==> src/rtl/seg_scan_if.sv <==
// seg_scan_if: BCD value in, multiplexed 7-segment drive out.
// The scanner takes the slave side; whatever feeds bcd_code takes master.
interface seg_scan_if #(
    parameter int BCD_CNT = 3
);
    logic [BCD_CNT*4-1:0] bcd_code;
    logic [BCD_CNT-1:0]   dig_sel;
    logic [7:0]           seg;
    logic                 frame_start;

    modport master (
        output bcd_code,
        input  dig_sel,
        input  seg,
        input  frame_start
    );

    modport slave (
        input  bcd_code,
        output dig_sel,
        output seg,
        output frame_start
    );
endinterface

==> src/rtl/seg_scan.sv <==
// seg_scan: time-multiplexed active-low 7-segment scanner with frame snapshot.
// Optional leading-zero blanking is enabled by defining SEG_SCAN_LZB_EN.
module seg_scan #(
    parameter int BCD_CNT   = 3,
    parameter int SCAN_DIV  = 50000,
    parameter int BLANK_CYC = 2
) (
    input  logic        clk,
    input  logic        rst,
    seg_scan_if.slave   bus
);

    localparam int DW = $clog2(SCAN_DIV);
    localparam int IW = (BCD_CNT > 1) ? $clog2(BCD_CNT) : 1;
    localparam logic [DW-1:0] DIV_MAX = DW'(SCAN_DIV - 1);
    localparam logic [DW-1:0] BLANK   = DW'(BLANK_CYC);
    localparam logic [IW-1:0] IDX_MAX = IW'(BCD_CNT - 1);

    logic [DW-1:0]        div_q, div_d;
    logic [IW-1:0]        idx_q, idx_d;
    logic [BCD_CNT*4-1:0] snap_q, snap_d;
    logic [BCD_CNT-1:0]   dig_q, dig_d;
    logic [7:0]           seg_q, seg_d;
    logic                 fs_q, fs_d;

    logic                 div_wrap;
    logic                 load;
    logic [3:0]           nib;
    logic                 lz;

    function automatic logic [7:0] dec7(input logic [3:0] n);
        logic [7:0] s;
        case (n)
            4'd0:    s = 8'hC0;
            4'd1:    s = 8'hF9;
            4'd2:    s = 8'hA4;
            4'd3:    s = 8'hB0;
            4'd4:    s = 8'h99;
            4'd5:    s = 8'h92;
            4'd6:    s = 8'h82;
            4'd7:    s = 8'hF8;
            4'd8:    s = 8'h80;
            4'd9:    s = 8'h90;
            default: s = 8'hBF;
        endcase
        return s;
    endfunction

    always_comb begin
        div_wrap = (div_q == DIV_MAX);
        div_d    = div_wrap ? '0 : div_q + 1'b1;
        idx_d    = idx_q;
        if (div_wrap) begin
            idx_d = (idx_q == IDX_MAX) ? '0 : idx_q + 1'b1;
        end
        // Snapshot only at the top of a frame so a frame never mixes values.
        load   = (div_q == '0) && (idx_q == '0);
        snap_d = load ? bus.bcd_code : snap_q;
        fs_d   = load;
    end

`ifdef SEG_SCAN_LZB_EN
    logic [BCD_CNT-1:0] lead_zero;
    logic               run_zero;

    // lead_zero[i]: nibbles i..top of the snapshot are all zero.
    always_comb begin
        run_zero  = 1'b1;
        lead_zero = '0;
        for (int i = BCD_CNT - 1; i >= 0; i--) begin
            run_zero     = run_zero && (snap_q[i*4 +: 4] == 4'd0);
            lead_zero[i] = run_zero;
        end
    end
`endif

    always_comb begin
        nib = 4'd0;
        lz  = 1'b0;
        for (int i = 0; i < BCD_CNT; i++) begin
            if (IW'(i) == idx_q) begin
                nib = snap_q[i*4 +: 4];
`ifdef SEG_SCAN_LZB_EN
                lz  = lead_zero[i] && (i != 0);
`else
                lz  = 1'b0;
`endif
            end
        end
    end

    always_comb begin
        dig_d = '1;
        seg_d = 8'hFF;
        if (div_q >= BLANK) begin
            for (int i = 0; i < BCD_CNT; i++) begin
                dig_d[i] = (IW'(i) != idx_q);
            end
            seg_d = lz ? 8'hFF : dec7(nib);
        end
    end

    always_ff @(posedge clk) begin
        if (rst) begin
            div_q  <= '0;
            idx_q  <= '0;
            snap_q <= '0;
            dig_q  <= '1;
            seg_q  <= 8'hFF;
            fs_q   <= 1'b0;
        end else begin
            div_q  <= div_d;
            idx_q  <= idx_d;
            snap_q <= snap_d;
            dig_q  <= dig_d;
            seg_q  <= seg_d;
            fs_q   <= fs_d;
        end
    end

    assign bus.dig_sel     = dig_q;
    assign bus.seg         = seg_q;
    assign bus.frame_start = fs_q;

endmodule

==> src/flat_wrapper.sv <==
// flat-port wrapper written by rule: the top's interface ports become plain ports
module seg_scan_flat 
#(
    parameter int BCD_CNT   = 3,
    parameter int SCAN_DIV  = 50000,
    parameter int BLANK_CYC = 2
)
  (clk, rst, bus_bcd_code, bus_dig_sel, bus_seg, bus_frame_start);
  seg_scan_if #(.BCD_CNT(BCD_CNT)) bus_i ();
  input  logic clk;
  input  logic rst;
  input wire logic [$bits(bus_i.bcd_code)-1:0] bus_bcd_code;
  output wire logic [$bits(bus_i.dig_sel)-1:0] bus_dig_sel;
  output wire logic [$bits(bus_i.seg)-1:0] bus_seg;
  output wire logic [$bits(bus_i.frame_start)-1:0] bus_frame_start;
  assign bus_i.bcd_code = bus_bcd_code;
  assign bus_dig_sel = bus_i.dig_sel;
  assign bus_seg = bus_i.seg;
  assign bus_frame_start = bus_i.frame_start;
  seg_scan #(.BCD_CNT(BCD_CNT), .SCAN_DIV(SCAN_DIV), .BLANK_CYC(BLANK_CYC)) u_core (.clk(clk), .rst(rst), .bus(bus_i));
endmodule
==> config.mk <==
export PLATFORM = sky130hd
export DESIGN_NAME = seg_scan_flat
export DESIGN_NICKNAME = d
export VERILOG_FILES = /design/src/rtl/seg_scan_if.sv /design/src/rtl/seg_scan.sv /design/src/flat_wrapper.sv
export SDC_FILE = /design/constraint.sdc
export NUM_CORES = 1
export LEC_CHECK = 0
export CORE_MARGIN = 4
export CORE_UTILIZATION = 30
export DETAILED_ROUTE_END_ITERATION = 12
export PLACE_DENSITY = 0.57
export RECOVER_POWER = 100
export SYNTH_ARGS = -nofsm -noshare
export SYNTH_HDL_FRONTEND = slang
export SYNTH_SLANG_ARGS = --single-unit
==> constraint.sdc <==
create_clock -name clk -period 6 [get_ports clk]
set_clock_uncertainty 0.2 [all_clocks]
set_input_delay 0.9 -clock clk [delete_from_list [all_inputs] [get_ports clk]]
set_output_delay 0.9 -clock clk [all_outputs]
set_load 0.02 [all_outputs]
==> results.toml, run 1 <==
[finish]
drive_gt1_share_pct = 8.82
fin_nets = 259
final_cell_mix = "dfxtp_1 (41), nand3_1 (20), o21ai_0 (17)"
finalInstanceArea_sq_mm = 0.00229
fillCellCount = 680
mostFrequentLayoutCell = "dfxtp_1"
area_growth_pct = 17.4
antenna_cells = 0
final_util_pct = 36.3

[timing]
worst_pin_slew_ns = 1.46
fmax_ghz = 0.319
slew_headroom_pct = 2.27
layout_min_cycle_time_ns = 3.14
final_max_slew_viol_count = 0
post-route-period-util_pct = 52.3
final_hold_viol_count = 0
rsz0062_at_grt = "no"
setup_violations = 0
finalSetupTns_ns = 0

[worst_hold_path]
hold_depth = 2
worstHoldStart = "u_core.snap_q[10]$_SDFFE_PP0P_"
whs_endpoint = "u_core.snap_q[10]$_SDFFE_PP0P_"
hold_path.class = "reg -> reg"

[placed_design]
io_buffers = 24
placed_cell_area_sq_mm = 0.00220
post-dp-hpwl_microns = 2790
gp_congestion = 0.807

[critical_path]
crit_buf_inv = 0
path_class = "reg -> reg"
worst_ep_arrival_time_ns = 3.06
max_stage_delay_ns = 1.14
path_max_fanout = 15
timing.rr.start = "u_core.div_q[11]$_SDFF_PP0_"
setup.worst_path.start_class = "flip-flop"
cp-end-kind = "flip-flop"
path_cells = "or4_4 -> or4_1 -> o21bai_1 -> nor2_1"
cp_slowest_cell = "o21bai_1"
r2r-end = "u_core.div_q[8]$_SDFF_PP0_"
reg2reg_depth = 4
cp_top_family = "simple AND/OR/NAND/NOR gates"
worst-r2r-setup-slack_ns = 2.86
worstPathRequired_ns = 5.92

[die]
die_area_sq_mm = 0.00786
die_w_microns = 88.6
rows = 29
start_util_pct = 30.9
fp.dieH_microns = 88.6
core-area_sq_mm = 0.00631
io_pins = 26

[clock_network]
cts_hold_buf = 0
clock-sinks = 41
post_cts_buffers = 0
clk_pin_slew_worst_paths_ns = 0.08
h-tree-depth = 2
worstSkewPairLatency_ns = 0.29
cts_tree = "built"
clockBufferDepth = 2
cts_inserted_buffers = 5
cts_root_buffer = "clkbuf_8"
cts_resized = 0

[logic_synthesis]
synth_cell_types = 37
yosys_warnings = 0
synth-main-ff-cell = "dfxtp_1"
syn_area_sq_mm = 0.00195
synth-seq-cells = 41
async_flop_share_pct = 0
synth_nets = 243
seq_area_frac_synth_pct = 42.1
synth_edf_count = 0
avgSynthCellArea_sq_um = 8.83
synth_cells = 221

[route]
drt-total-wl_microns = 4020
avgViaCountPerCell = 4.95
drtIter0Drc = 61
ant_nets = 0
vias = 1558
avgRoutedWirePerCell_microns = 12.8
drc_errors = 0
drtPass1Iterations = 4

[global_route]
antenna_found_initial = 0
grt_pass1_wl_microns = 6760
grt_overflow = 0
grt_pass1_vias = 1422
grt_max_degree = 20
grt.total_usage_pct = 10.9

[power_and_ir_drop]
power_leakage_uw = 0.000756
peakVddDrop_v = 0.000123
power_per_cell_area_mw_per_mm2 = 256

[status]
status = "finished, final reports clean"

[job]
cap_violations = 0
[per-layer routing]
metal	GRT usage, %	part of all wire, %	wire (microns)	vias up
met2	16.5	43	1720	24
li1	-	-	-	802
met1	15.3	52	2090	728
met3	2.89	4.0	160	4
met4	3.30	1.3	52	0
met5	0	0	0	-
[synthesized netlist by cell type (3+ instances only)]
master     n  share of area, %
a32oi_1    4               1.8
nand4_1    6               1.9
nor4_1     7               2.2
nand2_1   10               1.9
o21ai_0   17               4.4
o22a_1     3               1.3
nor3_1     7               1.8
ha_1       8               5.1
nand3_1   20               5.1
xnor2_1   13               5.8
mux2i_1    6               3.1
dfxtp_1   41                42
clkbuf_1   7               1.3
nor2_2    10               3.2
a21oi_1   16               4.1
inv_1     10               1.9
nor2_1    12               2.3
[worst max path at each step]
| stage | startpoint | to | slack, ns | depth (start not counted) |
|---|---|---|---|---|
| detailed placement | rst | u_core.bus.seg[3]$_SDFF_PP1_ | 2.78 | 3 |
| floorplan | u_core.div_q[11]$_SDFF_PP0_ | u_core.div_q[3]$_SDFF_PP0_ | 3.82 | 6 |
| finish | u_core.div_q[11]$_SDFF_PP0_ | u_core.div_q[8]$_SDFF_PP0_ | 2.86 | 4 |
| global placement | rst | u_core.bus.seg[0]$_SDFF_PP1_ | 2.94 | 3 |
| CTS | rst | u_core.bus.seg[3]$_SDFF_PP1_ | 3.12 | 3 |
| global route | u_core.div_q[1]$_SDFF_PP0_ | u_core.div_q[7]$_SDFF_PP0_ | 2.58 | 5 |
[where the power goes]
part	switching (uW)	internal (uW)	total (uW)	leakage [uW]
Sequential	6.73	288	295	0.000335
Combinational	50.2	37.5	87.7	0.000366
Clock	97.2	106	203	0.0000549
[final cells by class]
| class | instances | area (sq um) | area share (%) |
|---|---|---|---|
| repair buffers | 24 | 240 | 10.5 |
| clock buffers | 7 | 96.3 | 4.21 |
| inverters | 10 | 37.5 | 1.64 |
| clock inverters | 1 | 8.76 | 0.383 |
| flip-flops and latches | 41 | 821 | 35.8 |
| multi-input cells | 155 | 990 | 43.2 |
| well taps | 77 | 96.3 | 4.21 |
[logic make-up (layout without fill, tap and decap cells)]
kind of cell    Yosys count  after routing  share of synthesized area [%]
other cells               1              1                          0.192
simple gates             80             80                           21.8
mux                       8              8                           4.23
flops                    41             41                           42.1
compound gates           44             44                           13.9
buf+inv                  25             42                           6.41
fa+ha+maj                 8              8                           5.13
xor+xnor                 14             14                           6.29
[stage by stage]
step                      hold WS (ns)  instances  power, uW  setup WS, ns
after global placement           0.251        307        392          2.94
final                            0.278        315        586          2.86
after global routing             0.284        315        614          2.58
after floorplan                  0.239        221        361          3.82
after CTS                        0.277        315        596          3.12
after detailed placement         0.260        307        393          2.78
[registers in the layout, indices dropped and copies added, names as in the netlist]
name and cells:
u_core.div_q 16, u_core.snap_q 12, u_core.bus.seg 7, u_core.bus.dig_sel 3, u_core.idx_q 2, u_core.bus.frame_start 1
[worst min-delay path, stage by stage, from the launching register on]
cell,delay [ns]
dfxtp_1,0.31
o21ai_0,0.06
a21oi_1,0.06
(Power assumes the default switching activity.)
==> run 2, diff against run 1 <==
--- a/config.mk
+++ b/config.mk
@@ -8,7 +8,7 @@
 export CORE_MARGIN = 4
 export CORE_UTILIZATION = 30
 export DETAILED_ROUTE_END_ITERATION = 12
-export PLACE_DENSITY = 0.57
+export PLACE_DENSITY = 0.58
 export RECOVER_POWER = 100
 export SYNTH_ARGS = -nofsm -noshare
 export SYNTH_HDL_FRONTEND = slang
==> constraint.sdc (replaced) <==
create_clock -name clk -period 2.7 [get_ports clk]
set_clock_uncertainty 0.2 [all_clocks]
set_input_delay 0.405 -clock clk [delete_from_list [all_inputs] [get_ports clk]]
set_output_delay 0.405 -clock clk [all_outputs]
set_load 0.02 [all_outputs]
==> run 2 against run 1 <==
Net effect: worst setup slack worse by 2.5 ns; sequential share of layout area shrank 0.37 points; sequential cell count is the same; combinational power grew 120%; critical path depth is the same; wire length shrank 1.7%; clock power rose by 130%; critical path type unchanged; critical endpoint is now u_core.div_q[6]$_SDFF_PP0_; largest cell class unchanged.
==> results.toml, run 2 (synthesis gave the netlist of run 1 again) <==
[power_and_ir_drop]
power_uw = 1330
p_clk_share_pct = 35.8
switchingPower_uw = 333
p_sw_share_pct = 25.1
power_leakage_uw = 0.000772
peakVddDrop_v = 0.000242
power_per_cell_area_mw_per_mm2 = 574
p_int_uw = 995
combPwrFrac_pct = 14.7
seq_power_share_pct = 49.5

[critical_path]
cp_slowest_cell = "or4_1"
cp-end-kind = "flip-flop"
crit_buf_inv = 0
worstPathRequired_ns = 2.66
cp_common_cell = "or4_1"
cp_top_family = "simple AND/OR/NAND/NOR gates"
max_stage_delay_ns = 0.62
worst-r2r-setup-slack_ns = 0.32
worst_ep_arrival_time_ns = 2.34
path_class = "reg -> reg"
path_cells = "or4_1 -> or4_1 -> o21bai_4 -> nor2_1"
setup.worst_path.start_class = "flip-flop"
path_max_fanout = 15

[timing]
final_max_slew_viol_count = 0
post-route-period-util_pct = 88.0
layout_min_cycle_time_ns = 2.38
rsz0062_at_grt = "no"
finalSetupTns_ns = 0
fmax_ghz = 0.421
final_hold_viol_count = 0
worst_pin_slew_ns = 0.751
setup_violations = 0
slew_headroom_pct = 49.9

[die]
fp.dieH_microns = 88.6
core-area_sq_mm = 0.00631
die_w_microns = 88.6
io_pins = 26
start_util_pct = 30.9
die_area_sq_mm = 0.00786
rows = 29

[clock_network]
clock-sinks = 41
h-tree-depth = 2
cts_root_buffer = "clkbuf_8"
cts_inserted_buffers = 5
clockBufferDepth = 2
cts_resized = 0
post_cts_buffers = 0
cts_tree = "built"
clk_pin_slew_worst_paths_ns = 0.08
worstSkewPairLatency_ns = 0.30
cts_hold_buf = 0

[finish]
antenna_cells = 0
final_cell_mix = "dfxtp_1 (41), nand3_1 (20), o21ai_0 (17)"
final_util_pct = 36.6
seqCellArea_sq_um = 821
fillCellCount = 672
multi_input_area_sq_um = 992
area_growth_pct = 18.6
largest_register = "u_core.div_q"
drive_gt1_share_pct = 8.30
largest_reg_flops = 16
finalInstanceArea_sq_mm = 0.00231
fin_nets = 263
mostFrequentLayoutCell = "dfxtp_1"

[global_route]
grt_overflow = 0
grt.total_usage_pct = 11.0
grt_max_degree = 18
antenna_found_initial = 0
grt_pass1_wl_microns = 6830
grt_pass1_vias = 1461

[route]
avgViaCountPerCell = 4.96
drc_errors = 0
vias = 1577
drt-total-wl_microns = 3950
drtPass1Iterations = 4
drtIter0Drc = 104
avgRoutedWirePerCell_microns = 12.4
ant_nets = 0

[placed_design]
post-dp-hpwl_microns = 2870
gp_congestion = 0.849
placed_cell_area_sq_mm = 0.00223
io_buffers = 24

[status]
status = "finished, final reports clean"

[worst_hold_path]
hold_path.class = "reg -> reg"

[job]
cap_violations = 0
[run 2: per-stage QoR]
stage | hold slack, ns | cells | setup WS [ns]
after floorplan | 0.239 | 221 | 0.523
after global placement | 0.252 | 311 | 0.380
after global routing | 0.302 | 318 | 0.193
after CTS | 0.281 | 318 | 0.337
final | 0.277 | 318 | 0.323
after detailed placement | 0.266 | 311 | 0.349
[run 2: worst reg2reg max path: cells and delay by family (launching register included)]
family             cells  cell delay (ns)
AOI/OAI and AO/OA      1             0.43
and+or+nand+nor        3             1.27
DFF                    1             0.37
[run 2: path summary, 6_finish.rpt]
kind	start	depth (start not counted)	endpoint
max	u_core.div_q[11]$_SDFF_PP0_	4	u_core.div_q[6]$_SDFF_PP0_
min	u_core.div_q[0]$_SDFF_PP0_	1	u_core.div_q[0]$_SDFF_PP0_
max reg2reg	u_core.div_q[11]$_SDFF_PP0_	4	u_core.div_q[6]$_SDFF_PP0_
min reg2reg	u_core.div_q[0]$_SDFF_PP0_	1	u_core.div_q[0]$_SDFF_PP0_
[run 2: metal layers]
metal  vias to the layer above  GRT usage, %  wire, microns
li1                        812             -              -
met1                       734          15.4           2000
met2                        24          16.0           1740
met3                         7          2.14            134
met4                         0          5.36             75
met5                         -             0              0
[run 2: final cells by class]
type,instances,share of cell area [%]
clock buffers,5,2.97
clock inverters,2,1.51
inverters,10,1.62
multi-input cells,155,42.9
flip-flops and latches,41,35.5
well taps,77,4.16
repair buffers,28,11.4
[run 2: power by group through the flow]
| stage | Clock (uW) | Combinational [uW] | Sequential [uW] |
|---|---|---|---|
| detailed placement | 0 | 204 | 673 |
| floorplan | 0 | 113 | 688 |
| global route | 513 | 219 | 662 |
| finish | 476 | 195 | 657 |
| CTS | 494 | 205 | 658 |
| global placement | 0 | 203 | 671 |
